--- src/rtl/seq_det_pkg.sv ---
// Shared types and defaults for the 111010 stream detector slice.
package seq_det_pkg;

  typedef enum logic [1:0] {
    IDLE  = 2'd0,
    SHIFT = 2'd1,
    PAUSE = 2'd2
  } state_t;

  localparam logic [5:0] DEFAULT_PATTERN = 6'b111010;
  localparam int         DEFAULT_PLEN    = 6;

endpackage

--- src/rtl/pattern_det_mealy.sv ---
// Serial Mealy overlapping pattern detector: history shift register plus fill counter.
module pattern_det_mealy
  import seq_det_pkg::*;
#(
  parameter int             PLEN    = DEFAULT_PLEN,
  parameter logic [PLEN-1:0] PATTERN = DEFAULT_PATTERN
) (
  input  logic clk,
  input  logic rst,
  input  logic flush,
  input  logic bit_in,
  input  logic bit_vld,
  output logic det
);

  localparam int             FW   = $clog2(PLEN);
  localparam logic [FW-1:0]  FULL = FW'(PLEN - 1);

  logic [PLEN-2:0] hist;
  logic [FW-1:0]   fill;
  logic [PLEN-1:0] window;

  // Oldest consumed bit lands in the MSB, matching PATTERN's first-in-time order.
  assign window = {hist, bit_in};
  assign det    = bit_vld && (fill == FULL) && (window == PATTERN);

  always_ff @(posedge clk) begin
    if (!rst || flush) begin
      hist <= '0;
      fill <= '0;
    end else if (bit_vld) begin
      hist <= window[PLEN-2:0];
      if (fill != FULL) fill <= fill + 1'b1;
    end
  end

endmodule

--- src/rtl/seq_det_stream_ctrl.sv ---
// Word-to-bit stream controller around pattern_det_mealy with saturating hit count and sticky irq.
module seq_det_stream_ctrl
  import seq_det_pkg::*;
#(
  parameter int              W       = 8,
  parameter int              CW      = 8,
  parameter int              PLEN    = DEFAULT_PLEN,
  parameter logic [PLEN-1:0] PATTERN = DEFAULT_PATTERN
) (
  input  logic          clk,
  input  logic          rst,
  input  logic          en,
  input  logic          clr,
  input  logic [W-1:0]  din,
  input  logic          din_valid,
  output logic          din_ready,
  input  logic [CW-1:0] threshold,
  input  logic          irq_ack,
  output logic          ser_bit,
  output logic          ser_vld,
  output logic          hit,
  output logic [CW-1:0] hit_cnt,
  output logic          irq,
  output logic          busy
);

  localparam int            IW   = $clog2(W);
  localparam logic [CW-1:0] CMAX = '1;

  state_t        state;
  logic [W-1:0]  sreg;
  logic [IW-1:0] idx;
  logic          live, active, last, take, det;
  logic [CW-1:0] cnt_inc;

  // Handshake: a word moves on the edge where din_valid && din_ready; din_ready is
  // high only when en=1 and the serializer is empty or presenting its final bit.
  assign live      = rst && !clr;
  assign active    = (state != IDLE);
  assign last      = active && (idx == '0);
  assign din_ready = live && en && (!active || last);
  assign take      = din_ready && din_valid;
  // PAUSE is only bookkeeping: any cycle with en=1 and a word in flight consumes a bit.
  assign ser_vld   = live && en && active;
  assign ser_bit   = sreg[W-1];
  assign busy      = active;
  assign cnt_inc   = hit_cnt + 1'b1;

  pattern_det_mealy #(
    .PLEN    (PLEN),
    .PATTERN (PATTERN)
  ) u_det (
    .clk     (clk),
    .rst     (rst),
    .flush   (clr),
    .bit_in  (ser_bit),
    .bit_vld (ser_vld),
    .det     (det)
  );

  always_ff @(posedge clk) begin
    if (!live) begin
      state <= IDLE;
      sreg  <= '0;
      idx   <= '0;
    end else if (take) begin
      state <= SHIFT;
      sreg  <= din;
      idx   <= IW'(W - 1);
    end else if (ser_vld) begin
      if (last) begin
        state <= IDLE;
      end else begin
        state <= SHIFT;
        sreg  <= {sreg[W-2:0], 1'b0};
        idx   <= idx - 1'b1;
      end
    end else if (active && !en) begin
      state <= PAUSE;
    end
  end

  // irq sets only on a real increment landing on threshold, so a saturated or
  // already-passed count never re-raises it; set beats a simultaneous ack.
  always_ff @(posedge clk) begin
    if (!live) begin
      hit     <= 1'b0;
      hit_cnt <= '0;
      irq     <= 1'b0;
    end else begin
      hit <= det;
      if (det && hit_cnt != CMAX) hit_cnt <= cnt_inc;
      if (det && hit_cnt != CMAX && threshold != '0 && cnt_inc == threshold)
        irq <= 1'b1;
      else if (irq_ack)
        irq <= 1'b0;
    end
  end

endmodule

--- config.mk ---
export PLATFORM = sky130hd
export DESIGN_NAME = seq_det_stream_ctrl
export DESIGN_NICKNAME = d
export VERILOG_FILES = /design/src/rtl/seq_det_pkg.sv /design/src/rtl/pattern_det_mealy.sv /design/src/rtl/seq_det_stream_ctrl.sv
export SDC_FILE = /design/constraint.sdc
export NUM_CORES = 1
export LEC_CHECK = 0
export CAP_MARGIN = 20
export CORE_MARGIN = 2
export CORE_UTILIZATION = 54
export CTS_CLUSTER_DIAMETER = 120
export DETAILED_ROUTE_END_ITERATION = 10
export GPL_ROUTABILITY_DRIVEN = 0
export PLACE_DENSITY = 0.84
export SLEW_MARGIN = 20
export SYNTH_ARGS = -nofsm -noshare
export SYNTH_HDL_FRONTEND = slang
export SYNTH_SLANG_ARGS = --single-unit
--- constraint.sdc ---
create_clock -name clk -period 2.9 [get_ports clk]
set_input_delay 0.58 -clock clk [delete_from_list [all_inputs] [get_ports clk]]
set_output_delay 0.58 -clock clk [all_outputs]
set_load 0.01 [all_outputs]
# Word-level counts from Yosys, hierarchy flattened

Index checks and enable logic that the tools add are counted.
Widths: inputs -> output; s select.

Bits in registers: 31
Input port bits: 22
Logic and storage cells: 59

Add/subtract/negate cells: 3
Equal/unequal tests: 6
Multiplexer cells: 12
Bitwise gates (word level): 1
Reductions and logical operators: 28

Operators by type and width:

| kind                | count |
|---|---|
| $mux 8              | 3 |
| $logic_and 1x1->1   | 12 |
| $mux 3              | 3 |
| $add 8x1->8 const B | 1 |
| $eq 8x8->1          | 1 |
| $ne 8x8->1 const B  | 1 |
| $reduce_bool 2->1   | 4 |
| $reduce_bool 8->1   | 1 |
| $eq 6x6->1 const B  | 1 |
| $logic_not 1->1     | 4 |
| $mux 1              | 4 |
| $mux 2              | 2 |
| $reduce_and 2->1    | 2 |
| $add 3x1->3 const B | 1 |
| $eq 3x3->1 const B  | 1 |
| $logic_not 3->1     | 1 |
| $ne 3x3->1 const B  | 1 |
| $reduce_bool 3->1   | 1 |
| $sub 3x1->3 const B | 1 |
| $logic_or 1x1->1    | 2 |
| $ne 2x1->1 const B  | 1 |
| $reduce_or 2->1     | 1 |
| $not 1->1           | 1 |

# Longest topological paths before layout

Depth after elaboration: 10
Mapped depth: 8
Depth with buffers taken out: 7

# Hierarchy

Synthesis repeated with hierarchy kept, for this count alone.

Cell total of the unflattened synthesis: 180
Area, all modules: 1,640.3 sq um

Modules (own cells, without submodules):

| module              | instances | cells each | area an instance (sq um) |
|---|---|---|---|
| seq_det_stream_ctrl | 1         | 143        | 1,261.2 |
| pattern_det_mealy   | 1         | 37         | 379.1 |

# Worst setup path before layout

No wires, ideal clock.

Path type: input port to output port
Start: in clr
End: out ser_vld
Arrival time: 1.231 ns
Required time: 2.320 ns
Setup slack: 1.089 ns
Stages on the path: 3
Buffers on the path: 1
Path through: nand3b_4 > nor2_1 > buf_2

Longest elaborated chain between the ends: 4

RTL lines:

| what                            | line                      | text |
|---|---|---|
| start: declaration              | seq_det_stream_ctrl.sv:13 | `input logic clr,` |
| $logic_not 1->1                 | seq_det_stream_ctrl.sv:38 | `assign live = rst && !clr;` |
| $logic_and 1x1->1               | seq_det_stream_ctrl.sv:38 |  |
| $logic_and 1x1->1 (2 in series) | seq_det_stream_ctrl.sv:44 | `assign ser_vld = live && en && active;` |
| end: declaration                | seq_det_stream_ctrl.sv:20 | `output logic ser_vld,` |

No other way between the ends.

# Worst setup path after layout

Start: in en
End: out ser_vld

Longest elaborated chain between the ends: 2

RTL lines:

| what                            | line                      | text |
|---|---|---|
| start: declaration              | seq_det_stream_ctrl.sv:12 | `input logic en,` |
| $logic_and 1x1->1 (2 in series) | seq_det_stream_ctrl.sv:44 |  |

No other way between the ends.

==> results <==
- The cell area after layout is ~2100 um2.
- The die is about 60 um wide.
- The net count reported at finish is ~270.
- Global routing finished with a remaining overflow of 0.
- The average instance in the mapped netlist occupies slightly above 8 um2.
- The synthesized design contains 31 register bits.
- The starting utilization of the core area is approximately 56%.
- The netlist uses 45 different library cells.
- In this run, the clock network consumes a little over a third of the power.
- The switching share of power is a little under a quarter.
- The DRC violations left is 0.
- sky130_fd_sc_hd__dfxtp_1 takes more of the synthesized area than any other cell.
- At the end of the flow the core is filled with cells to a little over two thirds.
- The number of antenna violations at the first check in global routing is 0.
- The worst setup path is launched from an input pin.
- The synthesized area is 1680 um2.
- The number of detailed-route iterations in the first pass is 4.
- The area share of the largest cell type after synthesis is about 37%.
- The max-slew headroom at the worst pin is slightly below 50%.
- Based on the critical path, the design can be clocked at up to roughly 390 MHz.
- The total count of max-transition violations in the final report was 0.
- The count of boundary I/O pins is 36.
- The number of buffers inserted during clock tree synthesis is 5.
- Across the VDD grid, the largest voltage drop is 250 uV.
- The detail route stage leaves a number of antenna-violating nets equal to 0.
- The power spent charging and discharging nets is 0.179 mW.
- After layout, the minimum clock period comes to ~2.6 ns.
- The number of instances resized during post-cts repair is 0.
- After detailed routing, the average wire length per cell comes to approximately 14 um.
- The design draws between 0.7 and 0.8 mW.
- Among all flip-flop cells after synthesis, the most frequent one is sky130_fd_sc_hd__dfxtp_1.
- The clock passes through at most 2 buffers.
- The setup-violating endpoint count in the final report is 0.
- For this run, the number of Yosys warnings is 0.
- Synthesis produced a netlist with a net count of 230.
- The number of placement rows is 20.
- Dividing total power by cell area gives a power density of roughly 370 nW/um2.
- After synthesis, flip-flops and latches occupy between 30 and 40% of the total area.
- The final hold violation count is 0.
- The cell sitting at the root of the clock tree is a sky130_fd_sc_hd__clkbuf_4.
- The total negative setup slack is 0 ns.
- For the pin with the worst max-slew slack, the measured transition is slightly below 0.8 ns.
- Cell internal power was estimated by the tool at between 0.6 and 0.7 mW.
- After clock tree synthesis, the setup repair step added 0 buffers.
- The floorplan step defined a die boundary enclosing roughly 3600 um2.
- The run finished with clean final reports.
- The most common cell after layout, fill and taps aside is sky130_fd_sc_hd__clkdlybuf4s50_1.
- The number of antenna repair diodes is 0.
- The area growth from synthesis to layout is 26.1%.
- The number of global-route vias before repair was 1394.
- Entering global routing, the biggest net connects 21 pins.
- The hold-fix buffer count after cts is 0.
- The deepest level of the CTS H-tree is 2.
- Counting flops with a built-in enable in the synthesized netlist gives 0.
- At the worst endpoint, the arrival time is 2.01 ns.
- The fraction of the cycle the final worst path needs is 89.2%.
- Of the total power, registers draw 54.4%.
- Counting every instance in the synthesized netlist gives ~200.
- In the post-synthesis netlist, the biggest area contributors are sky130_fd_sc_hd__dfxtp_1 37%, sky130_fd_sc_hd__nand2_1 6.9%, sky130_fd_sc_hd__xnor2_1 5.2%, sky130_fd_sc_hd__nor2_1 4.0%, sky130_fd_sc_hd__ha_1 3.7%.
- The clock skew after layout is roughly 0.012 ns.
- The async set-reset flop share out of synthesis is 0%.
- The total global-route track usage is 24.0%.
- The area of the core is about 3000 um2.
- Setup repair after global routing left no endpoint under its margin.
- Once placement finished, the instance area stood at ~2100 um2.
- The total routed wirelength is about 3.7 mm.
- In the final layout, the share of cells above drive strength 1 is 9.58%.
- In this run the worst path has a maximum fanout of 5.
- The violation count after the first detailed-routing iteration is 95.
- Summed over all nets, the half-perimeter wirelength after detailed placement is 2.76 mm.
- The routed layout has ~1600 vias.
- TritonCTS built the clock tree.
- The clock network latency to the later pin of the worst-skew pair is roughly 0.34 ns.
- The number of maximum-capacitance constraint violations is 0.
- The number of fill cells in the layout is between 200 and 300.
- The standby leakage power is 0.774 nW.
- The clock slew at the register clock pins of the worst setup and hold paths is ~0.09 ns.
- Combinational logic is responsible for approximately 9% of the overall power.
- The min-delay analysis places its worst path in the category register to register.
- The category of the critical setup timing path is input pin to output port.
- For the worst setup path, the data required time is about 2.3 ns.
- Prior to clock tree synthesis, the placed netlist has a worst setup slack of 0.318 ns.
- The top cell types in the final layout, fill and taps aside, are 35 x sky130_fd_sc_hd__clkdlybuf4s50_1, 31 x sky130_fd_sc_hd__nand2_1, 31 x sky130_fd_sc_hd__dfxtp_1.
- In the post-route analysis, the smallest setup slack over all paths is between 0.3 and 0.4 ns.
- In the routed layout, each cell is associated on average with a via count of approximately 5.7.
- Input and output buffers added on the ports amount to 35.
- The endpoint class of the critical path is an output port.
- Counting every sink on the clock net gives 31.
- The die is ~60 um tall.
- The first global-routing pass estimated roughly 6.4 mm of wire.
[cell families (layout without fill, tap and decap cells)]
logic type,Yosys count,in the layout,share of synthesized area (%)
buf+inv,17,54,4.39
compound gates,40,40,16.4
fa+ha+maj,5,5,3.72
xor+xnor,14,14,7.74
simple gates,95,95,30.2
flops,31,31,36.9
mux,1,1,0.670
[layout make-up]
class / instances / area (um2) / share of cell area (%)
Sequential cell: 31 / 621 / 29.3
Multi-Input combinational cell: 155 / 986 / 46.5
Timing Repair Buffer: 38 / 373 / 17.6
Tap cell: 33 / 41.3 / 1.95
Clock buffer: 8 / 68.8 / 3.25
Inverter: 8 / 30.0 / 1.42
[Yosys cell counts (3+ instances only)]
cell / n
sky130_fd_sc_hd__nand3_1: 9
sky130_fd_sc_hd__ha_1: 5
sky130_fd_sc_hd__buf_2: 4
sky130_fd_sc_hd__nor3_1: 7
sky130_fd_sc_hd__inv_1: 8
sky130_fd_sc_hd__and4b_1: 3
sky130_fd_sc_hd__nand2_1: 31
sky130_fd_sc_hd__dfxtp_1: 31
sky130_fd_sc_hd__nor4_1: 3
sky130_fd_sc_hd__nor2b_1: 4
sky130_fd_sc_hd__xor2_1: 3
sky130_fd_sc_hd__nand2b_1: 4
sky130_fd_sc_hd__a21oi_1: 11
sky130_fd_sc_hd__a31oi_1: 6
sky130_fd_sc_hd__xnor2_1: 10
sky130_fd_sc_hd__a311oi_1: 5
sky130_fd_sc_hd__o21ai_0: 8
sky130_fd_sc_hd__nor2_1: 18
sky130_fd_sc_hd__clkbuf_1: 3
[through the flow]
step | instances | hold slack, ns
after detailed placement | 265 | 0.464
after global routing | 273 | 0.505
after CTS | 273 | 0.478
after global placement | 265 | 0.448
after floorplan | 203 | 0.432
final | 273 | 0.476
[layer usage]
layer	global-route usage, %	vias up	share of wire, %
li1	-	782	-
met4	9.52	0	2.2
met1	31.6	719	46
met3	6.06	10	4.5
met5	0	-	0
met2	37.4	46	47
[worst max-delay path: stages]
cell	delay, ns
sky130_fd_sc_hd__clkdlybuf4s50_1	0.56
sky130_fd_sc_hd__nand3b_4	0.12
sky130_fd_sc_hd__nor2_1	0.18
sky130_fd_sc_hd__clkdlybuf4s50_1	0.57
[registers in the layout (all words and copies together), names as in the netlist]
register    count
hit             1
hit_cnt         8
idx             3
irq             1
sreg            8
state           2
u_det.fill      3
u_det.hist      5
[power groups by stage]
stage / combinational [mW] / sequential (mW) / clock [mW]
floorplan: 0.0298 / 0.441 / 0
global route: 0.0792 / 0.432 / 0.316
global placement: 0.0716 / 0.441 / 0
finish: 0.0726 / 0.431 / 0.288
CTS: 0.0727 / 0.431 / 0.295
detailed placement: 0.0725 / 0.441 / 0
[worst paths after layout]
kind	start	to	slack, ns	depth (start not counted)
hold reg to reg	sreg[0]	sreg[0]	0.48	2
hold / removal	sreg[0]	sreg[0]	0.48	2
setup reg to reg	hit_cnt[0]	hit_cnt[0]	0.98	6
setup / recovery	en	ser_vld	0.31	4
Power figures use the tool's default switching activity.
